`config.mk`:
```
export PLATFORM = sky130hd
export DESIGN_NAME = rng_axis_tx_flat
export DESIGN_NICKNAME = d
export VERILOG_FILES = /design/src/rtl/rng_pkg.sv /design/src/rtl/rng_axis_tx_if.sv /design/src/rtl/rng_axis_tx_buf.sv /design/src/rtl/rng_axis_tx.sv /design/src/flat_wrapper.sv
export SDC_FILE = /design/constraint.sdc
export NUM_CORES = 1
export LEC_CHECK = 0
export ABC_AREA = 0
export BUFFER_PORTS_ARGS = -buffer_cell sky130_fd_sc_hd__buf_4
export CAP_MARGIN = 20
export CORE_MARGIN = 4
export CORE_UTILIZATION = 45
export DETAILED_ROUTE_END_ITERATION = 16
export PLACE_DENSITY = 0.66
export SETUP_SLACK_MARGIN = 0.05
export SKIP_CTS_REPAIR_TIMING = 1
export SYNTH_ARGS = -nofsm -noshare
export SYNTH_HDL_FRONTEND = slang
export SYNTH_SLANG_ARGS = --single-unit
```
`constraint.sdc`:
```
create_clock -name CLK -period 2.2 [get_ports CLK]
set_clock_uncertainty 0.15 [all_clocks]
set_input_delay 0 -clock CLK [delete_from_list [all_inputs] [get_ports CLK]]
set_output_delay 0 -clock CLK [all_outputs]
set_load 0.05 [all_outputs]
```
`src/rtl/rng_pkg.sv`:
```
// Shared TRNG word definitions used by the FIFO drain path.
package rng_pkg;

    // FIFO entry as written by the RNG controller: {last, data}
    typedef struct packed {
        logic        last;
        logic [31:0] data;
    } rng_word_t;

    localparam logic [3:0] RNG_TKEEP_ALL = 4'hF;

endpackage

```
`src/rtl/rng_axis_tx_if.sv`:
```
// AXI4-Stream bundle between the TRNG drain and the DMA engine.
interface rng_axis_tx_if;

    logic [31:0] TDATA;
    logic        TVALID;
    logic        TREADY;
    logic        TLAST;
    logic [3:0]  TKEEP;

    modport master (
        output TDATA,
        output TVALID,
        output TLAST,
        output TKEEP,
        input  TREADY
    );

    modport slave (
        input  TDATA,
        input  TVALID,
        input  TLAST,
        input  TKEEP,
        output TREADY
    );

endinterface

```
`src/rtl/rng_axis_tx_buf.sv`:
```
// DEPTH-entry circular buffer with push/pop/occupancy and a synchronous flush.
// Head entry is read straight from storage registers, so the stream outputs
// never see the FIFO read data combinationally.
module rng_axis_buf
    import rng_pkg::*;
#(
    parameter int DEPTH = 4,
    localparam int PTR_W = $clog2(DEPTH),
    localparam int OCC_W = $clog2(DEPTH + 1)
) (
    input  logic             clk,
    input  logic             rst,
    input  logic             flush,
    input  logic             push,
    input  rng_word_t        push_data,
    input  logic             pop,
    output rng_word_t        head,
    output logic [OCC_W-1:0] occ
);

    rng_word_t        mem_q [DEPTH];
    rng_word_t        mem_d [DEPTH];
    logic [PTR_W-1:0] wr_ptr_q, wr_ptr_d;
    logic [PTR_W-1:0] rd_ptr_q, rd_ptr_d;
    logic [OCC_W-1:0] occ_q, occ_d;
    logic             pop_ok;

    assign pop_ok = pop && (occ_q != '0);
    assign head   = mem_q[rd_ptr_q];
    assign occ    = occ_q;

    // Next buffer state: flush wins, otherwise independent push and pop
    always_comb begin
        mem_d    = mem_q;
        wr_ptr_d = wr_ptr_q;
        rd_ptr_d = rd_ptr_q;
        occ_d    = occ_q;
        if (flush) begin
            wr_ptr_d = '0;
            rd_ptr_d = '0;
            occ_d    = '0;
        end else begin
            if (push) begin
                mem_d[wr_ptr_q] = push_data;
                wr_ptr_d        = wr_ptr_q + 1'b1;
            end
            if (pop_ok) begin
                rd_ptr_d = rd_ptr_q + 1'b1;
            end
            occ_d = occ_q + OCC_W'(push) - OCC_W'(pop_ok);
        end
    end

    // Buffer registers; storage is cleared on reset so TDATA/TLAST start at 0
    always_ff @(posedge clk) begin
        if (rst) begin
            mem_q    <= '{default: '0};
            wr_ptr_q <= '0;
            rd_ptr_q <= '0;
            occ_q    <= '0;
        end else begin
            mem_q    <= mem_d;
            wr_ptr_q <= wr_ptr_d;
            rd_ptr_q <= rd_ptr_d;
            occ_q    <= occ_d;
        end
    end

endmodule

```
`src/rtl/rng_axis_tx.sv`:
```
// TRNG word FIFO drain presenting an AXI4-Stream master to the DMA engine.
// Credit logic keeps occupancy plus the in-flight read within DEPTH, so the
// one-cycle FIFO read latency never overflows the output buffer.
// Optional macro RNG_AXIS_STAT_EN adds accepted-word and packet counters;
// without it WORD_CNT and PKT_CNT read 0.
module rng_axis_tx
    import rng_pkg::*;
#(
    parameter int DEPTH = 4,
    parameter int CNT_W = 32
) (
    input  logic             CLK,
    input  logic             RST,
    input  logic [32:0]      FIFO_DOUT,
    input  logic             FIFO_EMPTY,
    output logic             FIFO_RE,
    input  logic             STOP,
    rng_axis_tx_if.master    M_AXIS,
    output logic             BUSY,
    output logic [CNT_W-1:0] WORD_CNT,
    output logic [CNT_W-1:0] PKT_CNT
);

    localparam int OCC_W = $clog2(DEPTH + 1);

    logic             inflight_q, inflight_d;
    logic [OCC_W-1:0] occ;
    logic [OCC_W:0]   credit_used;
    logic             push;
    logic             pop;
    rng_word_t        head;

    // Reads are issued only against registered state, never against TREADY
    always_comb begin
        credit_used = {1'b0, occ} + (OCC_W + 1)'(inflight_q);
        FIFO_RE     = ~FIFO_EMPTY & ~STOP & ~RST
                      & (credit_used < (OCC_W + 1)'(DEPTH));
        inflight_d  = FIFO_RE;
    end

    // In-flight flag: FIFO data arrives the cycle after the read strobe
    always_ff @(posedge CLK) begin
        if (RST) begin
            inflight_q <= 1'b0;
        end else begin
            inflight_q <= inflight_d;
        end
    end

    // A word returning while STOP is high is dropped, as is any handshake
    assign push = inflight_q & ~STOP;
    assign pop  = M_AXIS.TVALID & M_AXIS.TREADY & ~STOP;

    rng_axis_buf #(
        .DEPTH (DEPTH)
    ) u_buf (
        .clk       (CLK),
        .rst       (RST),
        .flush     (STOP),
        .push      (push),
        .push_data (rng_word_t'(FIFO_DOUT)),
        .pop       (pop),
        .head      (head),
        .occ       (occ)
    );

    assign M_AXIS.TVALID = (occ != '0);
    assign M_AXIS.TDATA  = head.data;
    assign M_AXIS.TLAST  = head.last;
    assign M_AXIS.TKEEP  = RNG_TKEEP_ALL;
    assign BUSY          = (occ != '0) | inflight_q;

`ifdef RNG_AXIS_STAT_EN
    logic [CNT_W-1:0] word_cnt_q, word_cnt_d;
    logic [CNT_W-1:0] pkt_cnt_q, pkt_cnt_d;

    // Count beats the sink accepted; STOP clears both counters
    always_comb begin
        word_cnt_d = word_cnt_q;
        pkt_cnt_d  = pkt_cnt_q;
        if (STOP) begin
            word_cnt_d = '0;
            pkt_cnt_d  = '0;
        end else if (pop) begin
            word_cnt_d = word_cnt_q + 1'b1;
            if (head.last) begin
                pkt_cnt_d = pkt_cnt_q + 1'b1;
            end
        end
    end

    // Counter registers
    always_ff @(posedge CLK) begin
        if (RST) begin
            word_cnt_q <= '0;
            pkt_cnt_q  <= '0;
        end else begin
            word_cnt_q <= word_cnt_d;
            pkt_cnt_q  <= pkt_cnt_d;
        end
    end

    assign WORD_CNT = word_cnt_q;
    assign PKT_CNT  = pkt_cnt_q;
`else
    assign WORD_CNT = '0;
    assign PKT_CNT  = '0;
`endif

endmodule
```
`src/flat_wrapper.sv`:
```
// flat-port wrapper written by rule: the top's interface ports become plain ports
module rng_axis_tx_flat import rng_pkg::*;
#(
    parameter int DEPTH = 4,
    parameter int CNT_W = 32
)
  (CLK, RST, FIFO_DOUT, FIFO_EMPTY, FIFO_RE, STOP, BUSY, WORD_CNT, PKT_CNT, M_AXIS_TDATA, M_AXIS_TVALID, M_AXIS_TLAST, M_AXIS_TKEEP, M_AXIS_TREADY);
  rng_axis_tx_if M_AXIS_i ();
  input  logic CLK;
  input  logic RST;
  input  logic [32:0] FIFO_DOUT;
  input  logic FIFO_EMPTY;
  output logic FIFO_RE;
  input  logic STOP;
  output logic BUSY;
  output logic [CNT_W-1:0] WORD_CNT;
  output logic [CNT_W-1:0] PKT_CNT;
  output wire logic [$bits(M_AXIS_i.TDATA)-1:0] M_AXIS_TDATA;
  output wire logic [$bits(M_AXIS_i.TVALID)-1:0] M_AXIS_TVALID;
  output wire logic [$bits(M_AXIS_i.TLAST)-1:0] M_AXIS_TLAST;
  output wire logic [$bits(M_AXIS_i.TKEEP)-1:0] M_AXIS_TKEEP;
  input wire logic [$bits(M_AXIS_i.TREADY)-1:0] M_AXIS_TREADY;
  assign M_AXIS_TDATA = M_AXIS_i.TDATA;
  assign M_AXIS_TVALID = M_AXIS_i.TVALID;
  assign M_AXIS_TLAST = M_AXIS_i.TLAST;
  assign M_AXIS_TKEEP = M_AXIS_i.TKEEP;
  assign M_AXIS_i.TREADY = M_AXIS_TREADY;
  rng_axis_tx #(.DEPTH(DEPTH), .CNT_W(CNT_W)) u_core (.CLK(CLK), .RST(RST), .FIFO_DOUT(FIFO_DOUT), .FIFO_EMPTY(FIFO_EMPTY), .FIFO_RE(FIFO_RE), .STOP(STOP), .M_AXIS(M_AXIS_i), .BUSY(BUSY), .WORD_CNT(WORD_CNT), .PKT_CNT(PKT_CNT));
endmodule
```
==> results_dict.tcl, run 1 <==
set metrics [dict create \
    clkTransAtPathRegs_ns 0.05 \
    drt-initial-drc-count 274 \
    status "finished clean" \
    ys_types 30 \
    worstPathMaxFanout 6 \
    finalSetupTns_ns 0 \
    p_sw_mw 1.52 \
    min_period_ns 2.03 \
    power_frac_seq 0.434 \
    dr_wl_met2_um 7350 \
    power.leakage_nw 2.91 \
    io_pins 142 \
    p_int_mw 4.39 \
    routed.top_layer "met4" \
    clkPwrFrac 0.466 \
    rsz0062_at_grt "false" \
    vias 5052 \
    n_antenna_cell 0 \
    grt_use_total 0.183 \
    multi_input_area_mm2 0.00307 \
    postRouteAntennaNets 0 \
    cp.required_ns 2.34 \
    synth_top_cell_by_area "dfxtp_1" \
    layout_common_cells "nand2_1, dfxtp_1, a21oi_1" \
    finalNetCount 878 \
    cts_buffer_depth 2 \
    coreArea_mm2 0.0141 \
    drv_slew 0 \
    via_per_inst 4.93 \
    synthToLayoutAreaGrowth_pct 19.3 \
    grt-ovfl-total 0 \
    drive_gt1_frac 0.218 \
    postPlaceCellArea_mm2 0.00686 \
    grt_pass1_vias 4573 \
    synth_area_leaders "dfxtp_1, nand2_1, mux4_2" \
    max_freq_mhz 492 \
    setup_viol 0 \
    regArea_mm2 0.00281 \
    tightest_slew_ns 0.825 \
    grt_pass1_wl_um 23900 \
    antenna_found_initial 0 \
    io_buffers 73 \
    place_congestion 0.745 \
    ys_seq_elements 140 \
    worst-setup-path-type "register to register" \
    cap_violations 0 \
    power.total_mw 5.91 \
    finalInstanceArea_mm2 0.00783 \
    place_hpwl_um 9230 \
    mostFrequentLayoutCell "nand2_1" \
    p_comb_frac 0.100 \
    cts-root-buf "clkbuf_16" \
    drc 0 \
    vdd_ir_drop_max_v 0.000557 \
    met1_length_um 6700 \
    min_path_type "input pin to register" \
    wl_per_cell_um 14.9 \
    yosysTopAreaCellShare 0.427 \
    clock_latency_ns 0.41 \
    critPathLaunchType "register" \
    cts_tree "yes" \
    fin_crit_sh 0.924 \
    rows 43 \
    syn_area_mm2 0.00656 \
    dieHeight_um 129 \
    crit_path_end_kind "register" \
    start_util 0.465 \
    cts.sink_count 140 \
    power_density_mw_per_mm2 755 \
    grt_max_degree 89 \
    numCtsBuffers 17 \
    dr_wl_met3_um 1040 \
    syn_inst 740 \
    hold_viol 0 \
    synth_area_per_cell_um2 8.86 \
    die_w_um 129 \
    fillerInstances 1281 \
    synth_warnings 0 \
    die_area_mm2 0.0166 \
    yosysSeqAreaShare 0.427 \
    p_sw_frac 0.258 \
    h-tree-depth 4 \
    whs_ns 0.156 \
    totalWireLength_um 15200 \
    crit_arrival_ns 2.18 \
    drt-pass1-iter-count 5 \
    maxSlewHeadroom 0.450 \
]
==> stage by stage <==
stage	instances	worst slack, ns	util
floorplan	806	0.118	-
global placement	955	0.113	0.487
detailed placement	955	0.0613	0.487
CTS	987	0.0550	0.527
global route	1025	0.0505	0.555
finish	1025	0.168	0.555
==> per-layer routing <==
metal	vias to the layer above	track usage
met5	-	0
met2	146	0.285
met3	16	0.0436
li1	2493	-
met4	0	0.0568
met1	2397	0.253
==> sequential cells by signal, summed over array words and instances, names as in the netlist <==
signal and cells:
u_core.u_buf.mem_q 132, u_core.u_buf.occ 3, u_core.u_buf.wr_ptr_q 2, u_core.inflight_q 1, u_core.u_buf.rd_ptr_q 2
==> synthesized netlist by cell type <==
cell and number:
o311ai_0 1, xnor2_1 1, nand2b_1 1, a21oi_2 18, dfxtp_1 140, and4b_1 1
conb_1 2, clkbuf_1 10, and3b_2 1, ha_1 7, and3b_1 3, or2_2 2
a21oi_1 114, nand2_1 264, inv_1 7, o211ai_1 1, mux2i_1 2, nor2_1 8
buf_8 9, or3_1 1, fa_1 1, buf_2 22, buf_4 72, nor3_1 2
buf_6 8, nand3b_2 4, xor2_1 3, mux4_2 33, buf_1 1, o31ai_1 1
==> critical path: stages, from the launching register on <==
cell and delay [ns]:
dfxtp_1 0.37, o31ai_4 0.26, nor2_1 0.08, ha_1 0.28, inv_1 0.04, ha_1 0.18
fa_1 0.37, xor2_1 0.14, nor2_1 0.05
==> final cells by class <==
cell class              instances  share of cell area
multi-input cells             537               0.393
flip-flops and latches        140               0.359
repair buffers                129               0.144
clock buffers                  20              0.0571
well taps                     180              0.0288
clock inverters                12              0.0157
inverters                       7             0.00336
==> power groups by stage <==
stage	combinational, mW	sequential, mW	clock, mW
2_1_floorplan	0.506	2.61	0
3_3_place_gp	0.538	2.62	0
3_5_place_dp	0.537	2.62	0
4_1_cts	0.537	2.56	2.81
5_1_grt	0.626	2.56	2.93
6_report	0.593	2.56	2.75
==> final timing paths <==
check                                       startpoint                      to  slack [ns]  cells after the start
worst max-delay path               u_core.u_buf.occ[0]     u_core.u_buf.occ[2]        0.17                      8
worst min-delay path                        FIFO_EMPTY       u_core.inflight_q        0.16                      3
worst max register to register     u_core.u_buf.occ[0]     u_core.u_buf.occ[2]        0.17                      8
worst min register to register  u_core.u_buf.mem_q[29]  u_core.u_buf.mem_q[29]        0.30                      2
==> logic make-up after synthesis <==
kind of cell	synth area share
simple gates	0.175
flops	0.427
compound gates	0.115
buf+inv	0.144
mux	0.116
fa+ha+maj	0.0164
xor+xnor	0.00534
other cells	0.00115
(Power assumes the default switching activity.)
==> run 2, diff against run 1 <==
--- a/config.mk
+++ b/config.mk
@@ -11,7 +11,9 @@
 export CORE_MARGIN = 4
 export CORE_UTILIZATION = 45
 export DETAILED_ROUTE_END_ITERATION = 16
+export GPL_TIMING_DRIVEN = 0
 export PLACE_DENSITY = 0.66
+export REMOVE_ABC_BUFFERS = 1
 export SETUP_SLACK_MARGIN = 0.05
 export SKIP_CTS_REPAIR_TIMING = 1
 export SYNTH_ARGS = -nofsm -noshare
==> results_dict.tcl, run 2 (synthesis results as in run 1) <==
set metrics [dict create \
    cp.required_ns 2.05 \
    power_density_mw_per_mm2 790 \
    n_antenna_cell 0 \
    coreArea_mm2 0.0141 \
    max_freq_mhz 479 \
    crit_path_end_kind "output port" \
    grt_use_total 0.184 \
    mostFrequentLayoutCell "nand2_1" \
    die_area_mm2 0.0166 \
    grt_pass1_vias 4696 \
    wl_per_cell_um 15.4 \
    cts-root-buf "clkbuf_16" \
    whs_endpoint "u_core.u_buf.mem_q[81]" \
    layout_common_cells "nand2_1, dfxtp_1, a21oi_1" \
    h-tree-depth 4 \
    maxSlewHeadroom 0.317 \
    totalWireLength_um 15700 \
    final_core_util 0.562 \
    cts_buffer_depth 2 \
    worstPathMaxFanout 27 \
    grt_max_degree 82 \
    io_pins 142 \
    largest_register_ff_count 132 \
    whs_ns 0.263 \
    r2r-start "u_core.u_buf.occ[2]" \
    min_path_cells 4 \
    postRouteAntennaNets 0 \
    min_path_type "input pin to register" \
    cts_tree "yes" \
    drc 0 \
    drt-pass1-iter-count 4 \
    worst-setup-path-type "register to output port" \
    drv_slew 0 \
    grt_pass1_wl_um 24000 \
    drive_gt1_frac 0.215 \
    worstReg2RegEnd "u_core.u_buf.occ[2]" \
    synthToLayoutAreaGrowth_pct 20.7 \
    hold_start "FIFO_DOUT[15]" \
    clkTransAtPathRegs_ns 0.06 \
    cts.sink_count 140 \
    finalNetCount 870 \
    place_hpwl_um 8480 \
    tightest_slew_ns 1.02 \
    start_util 0.465 \
    setup_viol 0 \
    numCtsBuffers 17 \
    clock_latency_ns 0.41 \
    rows 43 \
    min_period_ns 2.09 \
    via_per_inst 4.94 \
    reg2reg_setup_slack_ns 0.19 \
    io_buffers 73 \
    critPathLaunchType "register" \
    reg2reg_depth 8 \
    die_w_um 129 \
    fin_crit_sh 0.950 \
    grt-ovfl-total 0 \
    antenna_found_initial 0 \
    vdd_ir_drop_max_v 0.000531 \
    place_congestion 0.735 \
    power.leakage_nw 2.97 \
    top_register "u_core.u_buf.mem_q" \
    dieHeight_um 129 \
    vias 5023 \
    finalSetupTns_ns 0 \
    status "finished clean" \
    crit_arrival_ns 1.94 \
    hold_viol 0 \
    rsz0062_at_grt "false" \
    drt-initial-drc-count 393 \
    cap_violations 0 \
]
==> run 2: cell types whose count changed in the layout (fill, tap and decap cells not counted), sizes merged <==
cell / delta
clkinv: -5
clkbuf: +2
clkinvlp: +1
dlygate4sd3: +3
buf: -11
bufinv: +2
==> run 2: power breakdown <==
part	switching [mW]	internal, mW	total, mW
Clock	1.07	2.02	3.09
Combinational	0.449	0.153	0.602
Sequential	0.0130	2.55	2.56
==> run 2: final cells by class <==
class,count,area (um^2)
fillers,1288,6180
inverters,7,26.3
well taps,180,225
multi-input cells,537,3110
clock buffers,22,484
flip-flops and latches,140,2810
repair buffers,121,1090
clock inverters,10,161
==> run 2: worst max-delay path, cell delays in order, from the launching register on <==
cell	delay, ns
dfxtp_2	0.50
buf_12	0.25
mux4_2	0.54
buf_4	0.21
==> run 2: worst max path at each step <==
stage	start	cells past startpoint	end
floorplan	u_core.u_buf.rd_ptr_q[1]	1	M_AXIS_TDATA[0]
detailed placement	u_core.inflight_q	3	u_core.u_buf.mem_q[45]
global route	u_core.u_buf.rd_ptr_q[0]	3	M_AXIS_TDATA[31]
global placement	u_core.u_buf.rd_ptr_q[1]	2	M_AXIS_TDATA[5]
CTS	u_core.u_buf.rd_ptr_q[1]	3	M_AXIS_TDATA[23]
finish	u_core.u_buf.rd_ptr_q[0]	3	M_AXIS_TDATA[31]
==> run 2: per-layer routing <==
metal | share of wire | GRT usage
met5 | 0 | 0
met4 | 0.0065 | 0.0383
met3 | 0.075 | 0.0494
met2 | 0.49 | 0.300
met1 | 0.43 | 0.249
==> run 2: stage by stage <==
stage	cells	power (mW)	instance area, um^2	worst slack [ns]
3_3_place_gp	937	3.14	6660	-0.988
6_report	1017	6.25	7920	0.110
2_1_floorplan	684	2.98	5890	-0.248
3_5_place_dp	940	3.15	6740	0.0184
4_1_cts	972	6.22	7390	-0.341
5_1_grt	1017	6.43	7920	0.0732
